## config.mk

```make
export PLATFORM = sky130hd
export DESIGN_NAME = stream_mux_rr
export DESIGN_NICKNAME = d
export VERILOG_FILES = /design/src/rtl/stream_mux_rr.sv
export SDC_FILE = /design/constraint.sdc
export NUM_CORES = 1
export LEC_CHECK = 0
export BUFFER_PORTS_ARGS = -buffer_cell sky130_fd_sc_hd__buf_2
export CAP_MARGIN = 20
export CORE_UTILIZATION = 44
export DETAILED_ROUTE_END_ITERATION = 16
export GPL_TIMING_DRIVEN = 1
export PLACE_DENSITY = 0.79
export SLEW_MARGIN = 0
export SYNTH_ARGS = -nofsm -noshare
export SYNTH_HDL_FRONTEND = slang
export SYNTH_SLANG_ARGS = --single-unit
```

## constraint.sdc

```tcl
create_clock -name clk -period 3.6 [get_ports clk]
set_clock_uncertainty 0.2 [all_clocks]
set_input_delay 0.36 -clock clk [delete_from_list [all_inputs] [get_ports clk]]
set_output_delay 0.36 -clock clk [all_outputs]
set_load 0.01 [all_outputs]
```

## src/rtl/stream_mux_rr.sv

```systemverilog
// N-channel registered stream mux with fixed-select or round-robin arbitration.
// Optional STREAM_MUX_CNT_EN adds a 16-bit xfer_cnt output counting completed transfers.
module stream_mux_rr #(
    parameter int NUM_CH = 4,
    parameter int DATA_W = 8,
    parameter int SEL_W  = $clog2(NUM_CH)
) (
    input  logic                     clk,
    input  logic                     rst_n,
    input  logic                     mode,
    input  logic [SEL_W-1:0]         sel,
    input  logic [NUM_CH*DATA_W-1:0] in_data,
    input  logic [NUM_CH-1:0]        in_valid,
    output logic [NUM_CH-1:0]        in_ready,
    output logic [DATA_W-1:0]        out_data,
    output logic [SEL_W-1:0]         out_ch,
    output logic                     out_valid,
    input  logic                     out_ready
`ifdef STREAM_MUX_CNT_EN
    ,
    output logic [15:0]              xfer_cnt
`endif
);

    localparam int unsigned NCH = NUM_CH;

    logic [DATA_W-1:0] out_data_q, out_data_d;
    logic [SEL_W-1:0]  out_ch_q, out_ch_d;
    logic              out_valid_q, out_valid_d;
    logic [SEL_W-1:0]  rr_ptr_q, rr_ptr_d;

    logic              load;
    logic              grant;
    logic [SEL_W-1:0]  grant_idx;
    logic [SEL_W-1:0]  cand;
    logic [DATA_W-1:0] grant_data;

    assign load = !out_valid_q || out_ready;

    // Arbitration: fixed select, or first valid channel scanning upward from rr_ptr.
    always_comb begin
        grant     = 1'b0;
        grant_idx = '0;
        cand      = '0;
        if (!mode) begin
            if (32'(sel) < NCH) begin
                grant     = in_valid[sel];
                grant_idx = sel;
            end
        end else begin
            for (int unsigned k = 0; k < NCH; k++) begin
                cand = SEL_W'((32'(rr_ptr_q) + k) % NCH);
                if (!grant && in_valid[cand]) begin
                    grant     = 1'b1;
                    grant_idx = cand;
                end
            end
        end
    end

    always_comb begin
        grant_data = '0;
        in_ready   = '0;
        for (int unsigned i = 0; i < NCH; i++) begin
            if (grant_idx == SEL_W'(i)) begin
                grant_data  = in_data[i*DATA_W +: DATA_W];
                in_ready[i] = rst_n && load && grant;
            end
        end
    end

    always_comb begin
        out_data_d  = out_data_q;
        out_ch_d    = out_ch_q;
        out_valid_d = out_valid_q;
        rr_ptr_d    = rr_ptr_q;
        if (load) begin
            if (grant) begin
                out_data_d  = grant_data;
                out_ch_d    = grant_idx;
                out_valid_d = 1'b1;
                if (mode) begin
                    rr_ptr_d = (grant_idx == SEL_W'(NCH - 1)) ? '0 : SEL_W'(grant_idx + 1'b1);
                end
            end else begin
                out_valid_d = 1'b0;
            end
        end
    end

    always_ff @(posedge clk or negedge rst_n) begin
        if (!rst_n) begin
            out_data_q  <= '0;
            out_ch_q    <= '0;
            out_valid_q <= 1'b0;
            rr_ptr_q    <= '0;
        end else begin
            out_data_q  <= out_data_d;
            out_ch_q    <= out_ch_d;
            out_valid_q <= out_valid_d;
            rr_ptr_q    <= rr_ptr_d;
        end
    end

    assign out_data  = out_data_q;
    assign out_ch    = out_ch_q;
    assign out_valid = out_valid_q;

`ifdef STREAM_MUX_CNT_EN
    logic [15:0] xfer_cnt_q, xfer_cnt_d;

    always_comb begin
        xfer_cnt_d = xfer_cnt_q;
        if (out_valid_q && out_ready) begin
            xfer_cnt_d = xfer_cnt_q + 16'd1;
        end
    end

    always_ff @(posedge clk or negedge rst_n) begin
        if (!rst_n) begin
            xfer_cnt_q <= '0;
        end else begin
            xfer_cnt_q <= xfer_cnt_d;
        end
    end

    assign xfer_cnt = xfer_cnt_q;
`endif

endmodule

```

======== Yosys cells after proc, flatten, opt, wreduce, memory -nomap -nowiden ========
Cells that the tools add are included.
W data, S select, Z words.
storage, ports and cells
  bits in registers ....................... 13
  latch bits .............................. 0
  memory bits (writable) .................. 0
  memory bits (read-only) ................. 0
  bits of input ports ..................... 42
  memories ................................ 0
cells by class
  $add $sub $neg .......................... 4
  multiply operators ...................... 0
  divide/modulo/power cells ............... 0
  order comparisons ....................... 5
  equal/unequal tests ..................... 3
  shift operators ......................... 0
  multiplexer cells ....................... 33
  bitwise gates (word level) .............. 0
  reduce and logical (&&, ||, !) cells .... 13
operator list
  cell                   count
  $mux W8                4
  $mux W1                18
  $lt A2 B3 Y1 const B   5
  $mux W2                6
  $bmux W1 S2            5
  $logic_and A1 B1 Y1    5
  $add A2 B1 Y2 const B  2
  $add A2 B2 Y2 const B  2
  $eq A2 B2 Y1 const B   2
  $logic_not A1 Y1       4
  $reduce_and A3 Y1      1
  $eq A2 B1 Y1 const B   1
  $logic_not A2 Y1       1
  $reduce_and A2 Y1      1
  $logic_or A1 B1 Y1     1

======== Logic depth before layout (Yosys ltp) ========
  depth after elaboration ................. 21
  depth in mapped cells ................... 10
  gate-level depth less buffers ........... 9

======== Worst setup path before layout ========
OpenSTA, ideal clock, no wires.
  path type ............................... input -> output
  from .................................... in in_valid[1]
  to ...................................... out in_ready[3]
  data arrival time ....................... 1.999 ns
  data required time ...................... 3.040 ns
  setup slack ............................. 1.041 ns
  stages on the path ...................... 7
  path through ............................ or2b_2 > a221oi_1 > o311a_1 > ha_1 > buf_1 > clkbuf_1 > and3_2
on the way
  cells in the longest elaborated chain, start to end .. 18
  elaborated cells on any way between the ends .. 32
  classes of those cells .................. eq/ne (1); mux (24); reduce/logical (7)
ends and longest elaborated chain
  element                        line  text
  start: declaration             13    input logic [NUM_CH-1:0] in_valid,
  $bmux W1 S2                    53    if (!grant && in_valid[cand]) begin
  $mux W1 (not written as such)  53
  $mux W1                        53
  $mux W1                        45    if (!mode) begin
  $logic_not A1 Y1               53
  $logic_and A1 B1 Y1            53
  $mux W1                        53
  $mux W1                        45
  (+3 left out)                  -
  $mux W1                        45
  $logic_not A1 Y1               53
  $logic_and A1 B1 Y1            53
  $mux W2 *                      53
  $mux W2 *                      45
  via grant_idx[1]               34    logic [SEL_W-1:0] grant_idx;
  $eq A2 B2 Y1 *                 65    if (grant_idx == SEL_W'(i)) begin
  $mux W1 *                      65
  end: declaration               14    output logic [NUM_CH-1:0] in_ready,
The timed path passes the listed nets; every way through them passes the cells marked *. The select of a mux whose other input is x is not followed.

======== Worst setup path in the final report ========
  from .................................... reg rr_ptr_q[1]
  to ...................................... out in_ready[2]
on the way
  cells in the longest elaborated chain, start to end .. 18
  elaborated cells on any way between the ends .. 33
  classes of those cells .................. add/sub (3); eq/ne (1); mux (22); reduce/logical (7)
ends and longest elaborated chain
  element                        line  text
  start: declaration             30    logic [SEL_W-1:0] rr_ptr_q, rr_ptr_d;
  start signal: assignment       101   rr_ptr_q <= rr_ptr_d;
  $bmux W1 S2                    53
  $mux W1 (not written as such)  53
  $mux W1                        53
  $mux W1                        45
  $logic_not A1 Y1               53
  $logic_and A1 B1 Y1            53
  $mux W1                        53
  $mux W1                        45
  (+3 left out)                  -
  $mux W1                        45
  $logic_not A1 Y1               53
  $logic_and A1 B1 Y1            53
  $mux W2 *                      53
  $mux W2 *                      45
  via grant_idx[0]               34
  $eq A2 B2 Y1 *                 65
  $mux W1 *                      65
Marks and branches as above.

==> metrics.txt <==
Total GRT Usage 19.6%; worst skew pair latency 0.28 ns; worst-path maximum fanout 17; post-layout min period 2.99 ns; Fin Hold WS 0.195 ns; register area share after synthesis 31.3%; critical path capture point type output pin; VDD IR max 0.000303 V; Mapped Nets 148; worst hold path class input port to flip-flop; commonest cells in the netlist 13 x dfrtp_1, 9 x nand2_1, 8 x a221oi_1, 8 x nor2b_1, 8 x o31ai_1; DP Wirelength 1.91 mm; crit start category flip-flop; r2r endpoint out_data[3]; Initial Utilization 47.0%; H-Tree Depth 1; Routed Antenna Nets 0; CTS Buf Count 3; # Post-CTS Setup Buffers 0; Final Setup Violations 0; routed len/inst 13.2 microns; Highest Clock Rate 335 MHz; GPL Wtd Cong 0.922; Critical Path RT 3.04 ns; Post-synth EDFFs 0; CTS sink count 13; overall power 0.718 mW; Post-Syn Instances 102; Synth-to-Final Area Change 30.9%; first-pass GRT wire length 3.86 mm; Yosys Warn Count 0; Initial DRC Count 30; # port buffers 56; via count 1028; status complete, no violations; DIE AREA 2560 sq um; Clock Path Buffers 2; GRT overflow 0; Die Width 50.6 microns; number of remaining DRC errors 0; Mapped Area 1040 sq um; top-count cell post-synth dfrtp_1; Final Routed Wirelength 2.46 mm; initial antenna violation count 0; fin. max-slew vios 0; IO Count 57; largest family of logic cells by synthesized area simple AND/OR/NAND/NOR gates; area share of and/or/nand/nor cells after synthesis 21.1%; ant diodes 0; Synth Register Bits 13; Pleak 0.696 nW; worst hold endpoint out_valid; Yosys top cell by area dfrtp_1; Area contributors post-synth dfrtp_1 31%, mux2_4 8.7%, a221oi_1 6.7%; drt pass-1 iters 5; fraction of layout cells with a size suffix above 1 51.3%; Max Cap Violations 0; worst slew pin tran 0.728 ns; Power Density 527 nW/um^2; ys flop type dfrtp_1; RR Startpoint rr_ptr_q[1]; Worst R2R Path Depth 8; Nets 205; Post-Synth XOR/XNOR Area 0%; RSZ-0062 raised after global routing no; fill count 199; worst setup path class flip-flop to output pin; Avg Cell Area, Syn 10.2 sq um; vias per cell 5.53; count of cell types in the netlist 34; fin crit share 83.0%; DIE HEIGHT 50.6 microns; Placed Cells incl. Taps 181; CTS tree built; hold path startpoint out_ready; vias in the first global route 955; core area 2210 sq um; pin count of the biggest net entering global routing 18; R2R Setup Slk 0.68 ns; Slew headroom 51.3%; Final Hold Fails 0; Synth Area in Adders 4.81%; Async SR Flop Fraction 100%; post-synthesis mux area share 19.3%; Finished Layout Cells 186; Setup TNS 0 ns; Min-Delay Path Depth 3; DP Area 1330 sq um; CTS root buf clkbuf_4; crit path DAT 2.43 ns; Post-Layout Inst Area 1360 sq um; Reg clk slew, reported paths 0.08 ns; compound-cell area share of the yosys netlist 18.5%; Synth top area share 31.3%; FP Rows 17
## worst max path at each step
stage	start	depth (start not counted)	slack, ns	to
finish	rr_ptr_q[1]	7	0.61	in_ready[2]
detailed placement	in_valid[1]	10	0.56	out_data[3]
floorplan	in_valid[1]	7	1.04	in_ready[3]
global placement	in_valid[1]	10	0.73	out_data[3]
global route	rr_ptr_q[1]	7	0.42	in_ready[2]
CTS	rr_ptr_q[1]	7	0.62	in_ready[2]
## where the power goes
| part | switching (mW) | total [mW] | leakage (nW) | internal, mW |
|---|---|---|---|---|
| Combinational | 0.174 | 0.377 | 0.526 | 0.203 |
| Sequential | 0.0429 | 0.252 | 0.155 | 0.209 |
| Clock | 0.0463 | 0.0892 | 0.0150 | 0.0430 |
| Total | 0.263 | 0.718 | 0.696 | 0.455 |
## logic make-up (layout without fill, tap and decap cells)
kind of cell,Yosys count,count (layout)
DFF,13,13
adders and majority gates,4,4
and+or+nand+nor,34,34
AOI/OAI and AO/OA,25,25
muxes,15,15
buffers and inverters,11,67
## sequential cells by signal, summed over array words and instances, names as in the netlist
register   flops
out_ch         2
rr_ptr_q       2
out_valid      1
out_data       8
## worst max-delay path, cell delays in order, from the launching register on
cell,delay [ns]
dfrtp_1,0.45
or3b_2,0.48
o221ai_1,0.10
mux2i_1,0.19
inv_1,0.12
ha_1,0.46
and3_1,0.23
buf_2,0.12
## final cells by class
class,instances,area (sq um),share of cell area (%)
sequential,13,325,23.9
multi-input combinational,78,662,48.6
timing repair buffer,57,290,21.3
tap,28,35.0,2.57
clock buffer,4,26.3,1.93
inverter,6,22.5,1.65
## per-layer routing
metal,vias to the layer above,GRT usage (%),wire [microns]
met1,495,23.4,1070
met4,0,2.78,0
li1,496,-,-
met5,-,0,0
met3,0,5.45,171
met2,37,35.6,1220
## cell usage in the layout (no fill, tap or decap), drive strengths merged
master       netlist  layout
buf                2      56
dfrtp             13      13
mux2              12      12
nand2              9       9
a221oi             8       8
o31ai              8       8
nor2b              8       8
inv                6       6
and3               5       5
ha                 4       4
clkbuf             3       4
nor2               3       3
mux2i              2       2
o21ai              2       2
a21oi              2       2
a21boi             1       1
or3b               1       1
o221ai             1       1
or2b               1       1
nor4bb             1       1
or2                1       1
and4bb             1       1
o211ai             1       1
o311a              1       1
mux4               1       1
and2b              1       1
nor3               1       1
nand2b             1       1
nand3              1       1
a22o               1       1
dlygate4sd3        0       1
## metrics by stage
step / utilization (%) / worst slack (ns)
CTS: 61.5 / 0.624
detailed placement: 59.9 / 0.560
global placement: 59.9 / 0.735
floorplan: - / 1.04
global route: 61.5 / 0.420
finish: 61.5 / 0.613
## timing repair
item / in CTS / in global routing
hold endpoints to repair: 13 / 0
hold buffers: 1 / 0
gates resized for setup: 0 / 0
Note: power is estimated with default switching activity, not from simulation.
